### src/rtl/put_dmvector_pkg.sv
// Shared definitions for the dmvector serializer: code constants, code
// lengths, the FSM state type and the pair encoder.
package put_dmvector_pkg;

    localparam int         PAIR_W          = 4;
    localparam logic [1:0] DMV_ILLEGAL     = 2'b10;

    // Variable-length codes, MSB transmitted first.
    localparam logic [0:0] DMV_ZERO_CODE   = 1'b0;
    localparam logic [1:0] DMV_POS_CODE    = 2'b10;
    localparam logic [1:0] DMV_NEG_CODE    = 2'b11;
    localparam logic [2:0] DMV_ZERO_LEN    = 3'd1;
    localparam logic [2:0] DMV_NONZERO_LEN = 3'd2;

    typedef enum logic {
        ST_IDLE  = 1'b0,
        ST_SHIFT = 1'b1
    } dmv_state_t;

    // Code bits are left-aligned; unused low bits are zero.
    typedef struct packed {
        logic [3:0] bits;
        logic [2:0] len;
    } dmv_code_t;

    function automatic logic is_illegal(input logic [1:0] v);
        return v == DMV_ILLEGAL;
    endfunction

    function automatic dmv_code_t encode_value(input logic [1:0] v);
        dmv_code_t c;
        case (v)
            2'b01: begin
                c.bits = {DMV_POS_CODE, 2'b00};
                c.len  = DMV_NONZERO_LEN;
            end
            2'b11: begin
                c.bits = {DMV_NEG_CODE, 2'b00};
                c.len  = DMV_NONZERO_LEN;
            end
            default: begin
                c.bits = {DMV_ZERO_CODE, 3'b000};
                c.len  = DMV_ZERO_LEN;
            end
        endcase
        return c;
    endfunction

    // The y code is appended directly behind the x code.
    function automatic dmv_code_t encode_pair(input logic [1:0] x, input logic [1:0] y);
        dmv_code_t cx;
        dmv_code_t cy;
        dmv_code_t c;
        cx     = encode_value(x);
        cy     = encode_value(y);
        c.bits = cx.bits | (cy.bits >> cx.len);
        c.len  = cx.len + cy.len;
        return c;
    endfunction

endpackage

### src/rtl/put_dmvector_if.sv
// Producer and bitstream-writer connections of the dmvector serializer.
//
// Handshakes: a pair moves when in_valid && in_ready at a rising edge, and a
// bit moves when bit_valid && bit_ready at a rising edge. A source holds its
// payload and valid stable until the transfer; ready never depends
// combinationally on the matching valid.
interface put_dmvector_if;
    logic       in_valid;
    logic       in_ready;
    logic [1:0] dmvec_x;
    logic [1:0] dmvec_y;
    logic       bit_out;
    logic       bit_valid;
    logic       bit_ready;
    logic       done;
    logic       err;
    logic [5:0] bit_count;

    modport slave (
        input  in_valid, dmvec_x, dmvec_y, bit_ready,
        output in_ready, bit_out, bit_valid, done, err, bit_count
    );

    modport master (
        output in_valid, dmvec_x, dmvec_y, bit_ready,
        input  in_ready, bit_out, bit_valid, done, err, bit_count
    );
endinterface

### src/rtl/dmv_fifo.sv
// Synchronous FIFO holding legal dmvector pairs awaiting serialization.
module dmv_fifo #(
    parameter int DEPTH = 4,
    parameter int WIDTH = 4
) (
    input  logic             clk,
    input  logic             rst,
    input  logic             push,
    input  logic [WIDTH-1:0] push_data,
    input  logic             pop,
    output logic [WIDTH-1:0] pop_data,
    output logic             full,
    output logic             empty
);
    localparam int AW = $clog2(DEPTH);

    logic [WIDTH-1:0] mem [DEPTH];
    logic [AW:0]      wr_ptr;
    logic [AW:0]      rd_ptr;
    logic             do_push;
    logic             do_pop;

    // Extra pointer bit distinguishes full from empty when the indices match.
    assign empty    = (wr_ptr == rd_ptr);
    assign full     = (wr_ptr[AW] != rd_ptr[AW]) && (wr_ptr[AW-1:0] == rd_ptr[AW-1:0]);
    assign do_push  = push && !full;
    assign do_pop   = pop && !empty;
    assign pop_data = mem[rd_ptr[AW-1:0]];

    // Pointer update; reset empties the FIFO.
    always_ff @(posedge clk or negedge rst) begin
        if (!rst) begin
            wr_ptr <= '0;
            rd_ptr <= '0;
        end else begin
            if (do_push) wr_ptr <= wr_ptr + (AW+1)'(1);
            if (do_pop)  rd_ptr <= rd_ptr + (AW+1)'(1);
        end
    end

    // Storage write; contents beyond the pointers are don't-care.
    always_ff @(posedge clk) begin
        if (do_push) mem[wr_ptr[AW-1:0]] <= push_data;
    end

endmodule

### src/rtl/put_dmvector.sv
// Serializes (dmvec_x, dmvec_y) pairs into variable-length codes, one bit per
// accepted output transfer, with a small FIFO decoupling the producer.
module put_dmvector
    import put_dmvector_pkg::*;
#(
    parameter int FIFO_DEPTH = 4
) (
    input  logic                 clk,
    input  logic                 rst,
    put_dmvector_if.slave        bus,
    output dmv_state_t           state_dbg
);

    dmv_state_t  state;
    dmv_state_t  state_next;
    logic [3:0]  shreg;
    logic [2:0]  remain;
    logic        done_q;
    logic        err_q;
    logic [5:0]  count_q;

    logic        fifo_full;
    logic        fifo_empty;
    logic        fifo_push;
    logic        fifo_pop;
    logic [3:0]  fifo_rd_data;

    logic        accept;
    logic        pair_bad;
    logic        xfer;
    logic        last_xfer;
    dmv_code_t   load_code;

    // Illegal pairs are still consumed so the producer never stalls on them.
    assign accept    = bus.in_valid && !fifo_full;
    assign pair_bad  = is_illegal(bus.dmvec_x) || is_illegal(bus.dmvec_y);
    assign fifo_push = accept && !pair_bad;
    assign xfer      = (state == ST_SHIFT) && bus.bit_ready;
    assign last_xfer = xfer && (remain == 3'd1);
    assign load_code = encode_pair(fifo_rd_data[3:2], fifo_rd_data[1:0]);

    dmv_fifo #(
        .DEPTH (FIFO_DEPTH),
        .WIDTH (PAIR_W)
    ) u_fifo (
        .clk       (clk),
        .rst       (rst),
        .push      (fifo_push),
        .push_data ({bus.dmvec_x, bus.dmvec_y}),
        .pop       (fifo_pop),
        .pop_data  (fifo_rd_data),
        .full      (fifo_full),
        .empty     (fifo_empty)
    );

    // FSM state register.
    always_ff @(posedge clk or negedge rst) begin
        if (!rst) state <= ST_IDLE;
        else      state <= state_next;
    end

    // Next state and FIFO pop; the final bit of a code reloads without a bubble.
    always_comb begin
        state_next = state;
        fifo_pop   = 1'b0;
        case (state)
            ST_IDLE: begin
                if (!fifo_empty) begin
                    fifo_pop   = 1'b1;
                    state_next = ST_SHIFT;
                end
            end
            ST_SHIFT: begin
                if (last_xfer) begin
                    if (!fifo_empty) fifo_pop   = 1'b1;
                    else             state_next = ST_IDLE;
                end
            end
            default: state_next = ST_IDLE;
        endcase
    end

    // Code shift register and remaining-length counter.
    always_ff @(posedge clk or negedge rst) begin
        if (!rst) begin
            shreg  <= '0;
            remain <= '0;
        end else if (fifo_pop) begin
            shreg  <= load_code.bits;
            remain <= load_code.len;
        end else if (xfer) begin
            shreg  <= {shreg[2:0], 1'b0};
            remain <= remain - 3'd1;
        end
    end

    // Status: done pulse, sticky error and wrapping bit counter.
    always_ff @(posedge clk or negedge rst) begin
        if (!rst) begin
            done_q  <= 1'b0;
            err_q   <= 1'b0;
            count_q <= '0;
        end else begin
            done_q <= last_xfer;
            if (xfer)              count_q <= count_q + 6'd1;
            if (accept && pair_bad) err_q  <= 1'b1;
        end
    end

    assign bus.in_ready  = !fifo_full;
    assign bus.bit_valid = (state == ST_SHIFT);
    assign bus.bit_out   = shreg[3];
    assign bus.done      = done_q;
    assign bus.err       = err_q;
    assign bus.bit_count = count_q;
    assign state_dbg     = state;

endmodule

### src/flat_wrapper.sv
// flat-port wrapper written by rule: the top's interface ports become plain ports
module put_dmvector_flat import put_dmvector_pkg::*;
#(
    parameter int FIFO_DEPTH = 4
)
  (clk, rst, state_dbg, bus_in_valid, bus_dmvec_x, bus_dmvec_y, bus_bit_ready, bus_in_ready, bus_bit_out, bus_bit_valid, bus_done, bus_err, bus_bit_count);
  put_dmvector_if bus_i ();
  input  logic clk;
  input  logic rst;
  output dmv_state_t state_dbg;
  input wire logic [$bits(bus_i.in_valid)-1:0] bus_in_valid;
  input wire logic [$bits(bus_i.dmvec_x)-1:0] bus_dmvec_x;
  input wire logic [$bits(bus_i.dmvec_y)-1:0] bus_dmvec_y;
  input wire logic [$bits(bus_i.bit_ready)-1:0] bus_bit_ready;
  output wire logic [$bits(bus_i.in_ready)-1:0] bus_in_ready;
  output wire logic [$bits(bus_i.bit_out)-1:0] bus_bit_out;
  output wire logic [$bits(bus_i.bit_valid)-1:0] bus_bit_valid;
  output wire logic [$bits(bus_i.done)-1:0] bus_done;
  output wire logic [$bits(bus_i.err)-1:0] bus_err;
  output wire logic [$bits(bus_i.bit_count)-1:0] bus_bit_count;
  assign bus_i.in_valid = bus_in_valid;
  assign bus_i.dmvec_x = bus_dmvec_x;
  assign bus_i.dmvec_y = bus_dmvec_y;
  assign bus_i.bit_ready = bus_bit_ready;
  assign bus_in_ready = bus_i.in_ready;
  assign bus_bit_out = bus_i.bit_out;
  assign bus_bit_valid = bus_i.bit_valid;
  assign bus_done = bus_i.done;
  assign bus_err = bus_i.err;
  assign bus_bit_count = bus_i.bit_count;
  put_dmvector #(.FIFO_DEPTH(FIFO_DEPTH)) u_core (.clk(clk), .rst(rst), .bus(bus_i), .state_dbg(state_dbg));
endmodule
### config.mk
export PLATFORM = sky130hd
export DESIGN_NAME = put_dmvector_flat
export DESIGN_NICKNAME = d
export VERILOG_FILES = /design/src/rtl/put_dmvector_pkg.sv /design/src/rtl/put_dmvector_if.sv /design/src/rtl/dmv_fifo.sv /design/src/rtl/put_dmvector.sv /design/src/flat_wrapper.sv
export SDC_FILE = /design/constraint.sdc
export NUM_CORES = 1
export LEC_CHECK = 0
export ABC_CLOCK_PERIOD_IN_PS = 2410
export CAP_MARGIN = 20
export CELL_PAD_IN_SITES_DETAIL_PLACEMENT = 0
export CELL_PAD_IN_SITES_GLOBAL_PLACEMENT = 2
export CORE_ASPECT_RATIO = 1.75
export CORE_MARGIN = 2
export CORE_UTILIZATION = 29
export DETAILED_ROUTE_END_ITERATION = 8
export HOLD_SLACK_MARGIN = 0.03
export PLACE_DENSITY_LB_ADDON = 0.1
export SLEW_MARGIN = 5
export SYNTH_ARGS = -nofsm -noshare
export SYNTH_HDL_FRONTEND = slang
export SYNTH_SLANG_ARGS = --single-unit
### constraint.sdc
create_clock -name clk -period 2.41 [get_ports clk]
set_input_delay 0.6025 -clock clk [delete_from_list [all_inputs] [get_ports clk]]
set_output_delay 0.6025 -clock clk [all_outputs]
set_load 0.02 [all_outputs]
==> flow_summary_export.csv <==
group,metric,value,unit
status,outcome,"finished, final reports clean",
setup_path,critical_path_sink_type,"output pin",
yosys,avgSynthCellArea,13.4,um^2
clock_tree,setup_repair_bufs_after_cts,0,
sta,final.min_clock_period,2300,ps
setup_path,arrival,1700,ps
floorplanning,floorplan.die_area,6890,um^2
setup_path,cp_max_fo,7,
clock_tree,cts_max_path_buffers,2,
floorplanning,core_area,6090,um^2
final_layout,synthToLayoutAreaGrowth,25.2,%
yosys,synth.top_cell.area_share,30.5,%
floorplanning,initial_core_util,29.6,%
worst_hold_path,hold_path.class,"reg2reg",
sta,timing.final.hold_violations,0,
grt,met2_global_route_usage,21.9,%
routing,drcViolationCount,0,
yosys,netlist_top_cells_count,"22 x sky130_fd_sc_hd__dfrtp_1, 16 x sky130_fd_sc_hd__edfxtp_1, 15 x sky130_fd_sc_hd__nand2_1",
setup_path,timing.critical_path.from_type,"flop",
placed_design,dp.cells,238,
power,irDropWorstVdd,0.491,mV
floorplanning,ioPinCount,20,
routing,vias,1086,
yosys,combined_area_of_all_synthesized_cells,1800,um^2
floorplanning,placement_rows,38,
sta,timing.final.setup_violations,0,
final_layout,layout.area.seq,1030,um^2
routing,first_iter_violations,13,
yosys,synthMostInstantiatedCell,"sky130_fd_sc_hd__dfrtp_1",
grt,grt_pass1_vias,1152,
yosys,synth.top_cells.by_area,"sky130_fd_sc_hd__dfrtp_1 31%, sky130_fd_sc_hd__edfxtp_1 27%, sky130_fd_sc_hd__ha_1 6.9%, sky130_fd_sc_hd__xnor2_1 5.3%, sky130_fd_sc_hd__mux4_1 4.4%",
routing,average_detailed_routed_wire_length_per_instance,14.1,um
power,power.leakage,0.933,nW
clock_tree,clock_root_buffer,"sky130_fd_sc_hd__clkbuf_8",
final_layout,finish.net_count,183,
routing,average_vias_per_placed_instance,4.41,
setup_path,worst-endpoint-required,1810,ps
sta,maxClockFrequency,435,MHz
final_layout,multi_input_comb_area,704,um^2
sta,setup_tns,0,ps
final_layout,layout.filler_cells,634,
clock_tree,post_cts_hold_buffer_count,0,
routing,final_antenna_net_count,0,
final_layout,antenna_cells,0,
sta,clock-skew-final,7.88,ps
yosys,number_of_flops_mapped_to_enable_cells_by_yosys,16,
yosys,postSynthRegisterBits,38,
routing,dr.pass1.iters,3,
final_layout,instances_no_fill,246,
worst_hold_path,hold_depth,1,
grt,grt_busiest_layer,"met2",
setup_path,r2r.worst_path.cells,5,
yosys,sequential_fraction_of_the_synthesis_area,57.2,%
placed_design,post-dp-hpwl,2680,um
clock_tree,cts.sinks,38,
sta,min_period_over_period,95.4,%
clock_tree,htree_levels,2,
setup_path,worstSetupPathType,"reg2out",
power,power_density,1230,nW/um^2
run,max-cap-violations,0,
grt,grt_use_met1,10.4,%
clock_tree,clock_latency_of_the_later_clocked_register_in_the_worst_skew_pair,290,ps
floorplanning,chipHeight,108,um
routing,route.final.wire_length,3460,um
clock_tree,clock_tree_from_tritoncts,"done",
yosys,synthesis.yosys.warnings,0,
yosys,synth_async_sr_flop_share,57.9,%
grt,antenna_violations_before_repair,0,
floorplanning,die_width,63.6,um
grt,grt_overflow,0,
clock_tree,ctsResizeCount,0,
sta,timing.slew.headroom,78.0,%
yosys,synth_cells,135,
final_layout,final_layout_size_suffix_gt1_share,16.9,%
clock_tree,cts_made_buffers,5,
placed_design,place_congestion,0.687,
placed_design,port-buffer-count,19,
grt,first_pass_grt_wire_length,5630,um
grt,met3_usage,3.12,%
grt,grt_start_max_net_pins,23,
clock_tree,clk_transition_reported_paths,80,ps
sta,rsz0062_at_grt,"no",
yosys,post_synth_num_cell_types,41,
yosys,netlist.top_cell.by_area,"sky130_fd_sc_hd__dfrtp_1",
sta,tightest_slew,330,ps
yosys,synth-main-ff-cell,"sky130_fd_sc_hd__dfrtp_1",
grt,grt_usage,11.2,%
sta,finalMaxSlewViolations,0,
yosys,postSynthNetCount,153,
worst paths after layout:
kind | slack (ps) | endpoint | start
worst max-delay path | 110 | bus_in_ready | u_core.u_fifo.rd_ptr[1]
worst min-delay path | 470 | u_core.bus.bit_count[5] | u_core.bus.bit_count[5]
worst max register to register | 530 | u_core.shreg[3] | u_core.u_fifo.rd_ptr[0]
worst min register to register | 470 | u_core.bus.bit_count[5] | u_core.bus.bit_count[5]
max in group asynchronous | 1510 | u_core.u_fifo.wr_ptr[2] | rst
min in group asynchronous | 670 | u_core.remain[2] | rst
logic make-up after synthesis:
logic type	after synthesis	synth area share, %
compound gates	17	6.87
simple gates	36	10.8
flops	38	57.2
buf+inv	13	3.75
xor+xnor	15	7.70
fa+ha+maj	10	6.94
mux	6	6.80
placed cells by master, fill, tap and decap left out, types with 2 or more instances in the layout:
| master | instances |
|---|---|
| sky130_fd_sc_hd__dfrtp_1 | 22 |
| sky130_fd_sc_hd__clkdlybuf4s50_1 | 19 |
| sky130_fd_sc_hd__edfxtp_1 | 16 |
| sky130_fd_sc_hd__nand2_1 | 15 |
| sky130_fd_sc_hd__xnor2_1 | 11 |
| sky130_fd_sc_hd__ha_1 | 10 |
| sky130_fd_sc_hd__inv_1 | 8 |
| sky130_fd_sc_hd__buf_4 | 8 |
| sky130_fd_sc_hd__clkbuf_8 | 5 |
| sky130_fd_sc_hd__o21ai_0 | 4 |
| sky130_fd_sc_hd__mux4_1 | 3 |
| sky130_fd_sc_hd__xor2_1 | 3 |
| sky130_fd_sc_hd__and3_2 | 3 |
| sky130_fd_sc_hd__nand3_1 | 3 |
| sky130_fd_sc_hd__and2_1 | 3 |
| sky130_fd_sc_hd__nand4_1 | 3 |
| sky130_fd_sc_hd__a31oi_1 | 2 |
| sky130_fd_sc_hd__and3_1 | 2 |
| sky130_fd_sc_hd__bufinv_16 | 2 |
worst max-delay path: stages, from the launching register on:
cell                              delay [ps]
sky130_fd_sc_hd__dfrtp_1                 490
sky130_fd_sc_hd__xnor2_1                 240
sky130_fd_sc_hd__nand3_1                 130
sky130_fd_sc_hd__clkdlybuf4s50_1         560
registers in the layout, indices dropped and copies added, names as in the netlist:
name / flops
u_core.bus.bit_count: 6
u_core.bus.bit_valid: 1
u_core.bus.done: 1
u_core.bus.err: 1
u_core.remain: 3
u_core.shreg: 4
u_core.u_fifo.mem: 16
u_core.u_fifo.rd_ptr: 3
u_core.u_fifo.wr_ptr: 3
routing by layer:
layer | wire, um | vias up
li1 | - | 540
met2 | 2030 | 19
met3 | 124 | 7
met5 | 0 | -
met4 | 66 | 0
met1 | 1240 | 520
power by group:
part | switching (mW) | total [mW] | internal [mW]
clock network | 0.239 | 0.653 | 0.415
registers | 0.172 | 1.04 | 0.873
logic | 0.533 | 1.08 | 0.548
total | 0.944 | 2.78 | 1.84
through the flow:
step	hold WS [ps]	cell area [um^2]	setup slack [ps]	util, %	power, mW
6_report	468	2260	110	37.1	2.78
5_1_grt	509	2260	9.90	37.1	2.98
4_1_cts	478	2260	50.7	37.1	2.84
3_5_place_dp	462	2120	216	34.8	2.17
3_3_place_gp	457	2120	205	34.8	2.16
2_1_floorplan	307	1800	715	-	1.77
cell type report:
type                    count  area share (%)
well taps                  80            4.43
inverters                   9            1.50
multi-input cells          84            31.2
clock inverters             3            3.05
flip-flops and latches     38            45.7
repair buffers             27            11.1
clock buffers               5            3.05
Power figures use the tool's default switching activity.
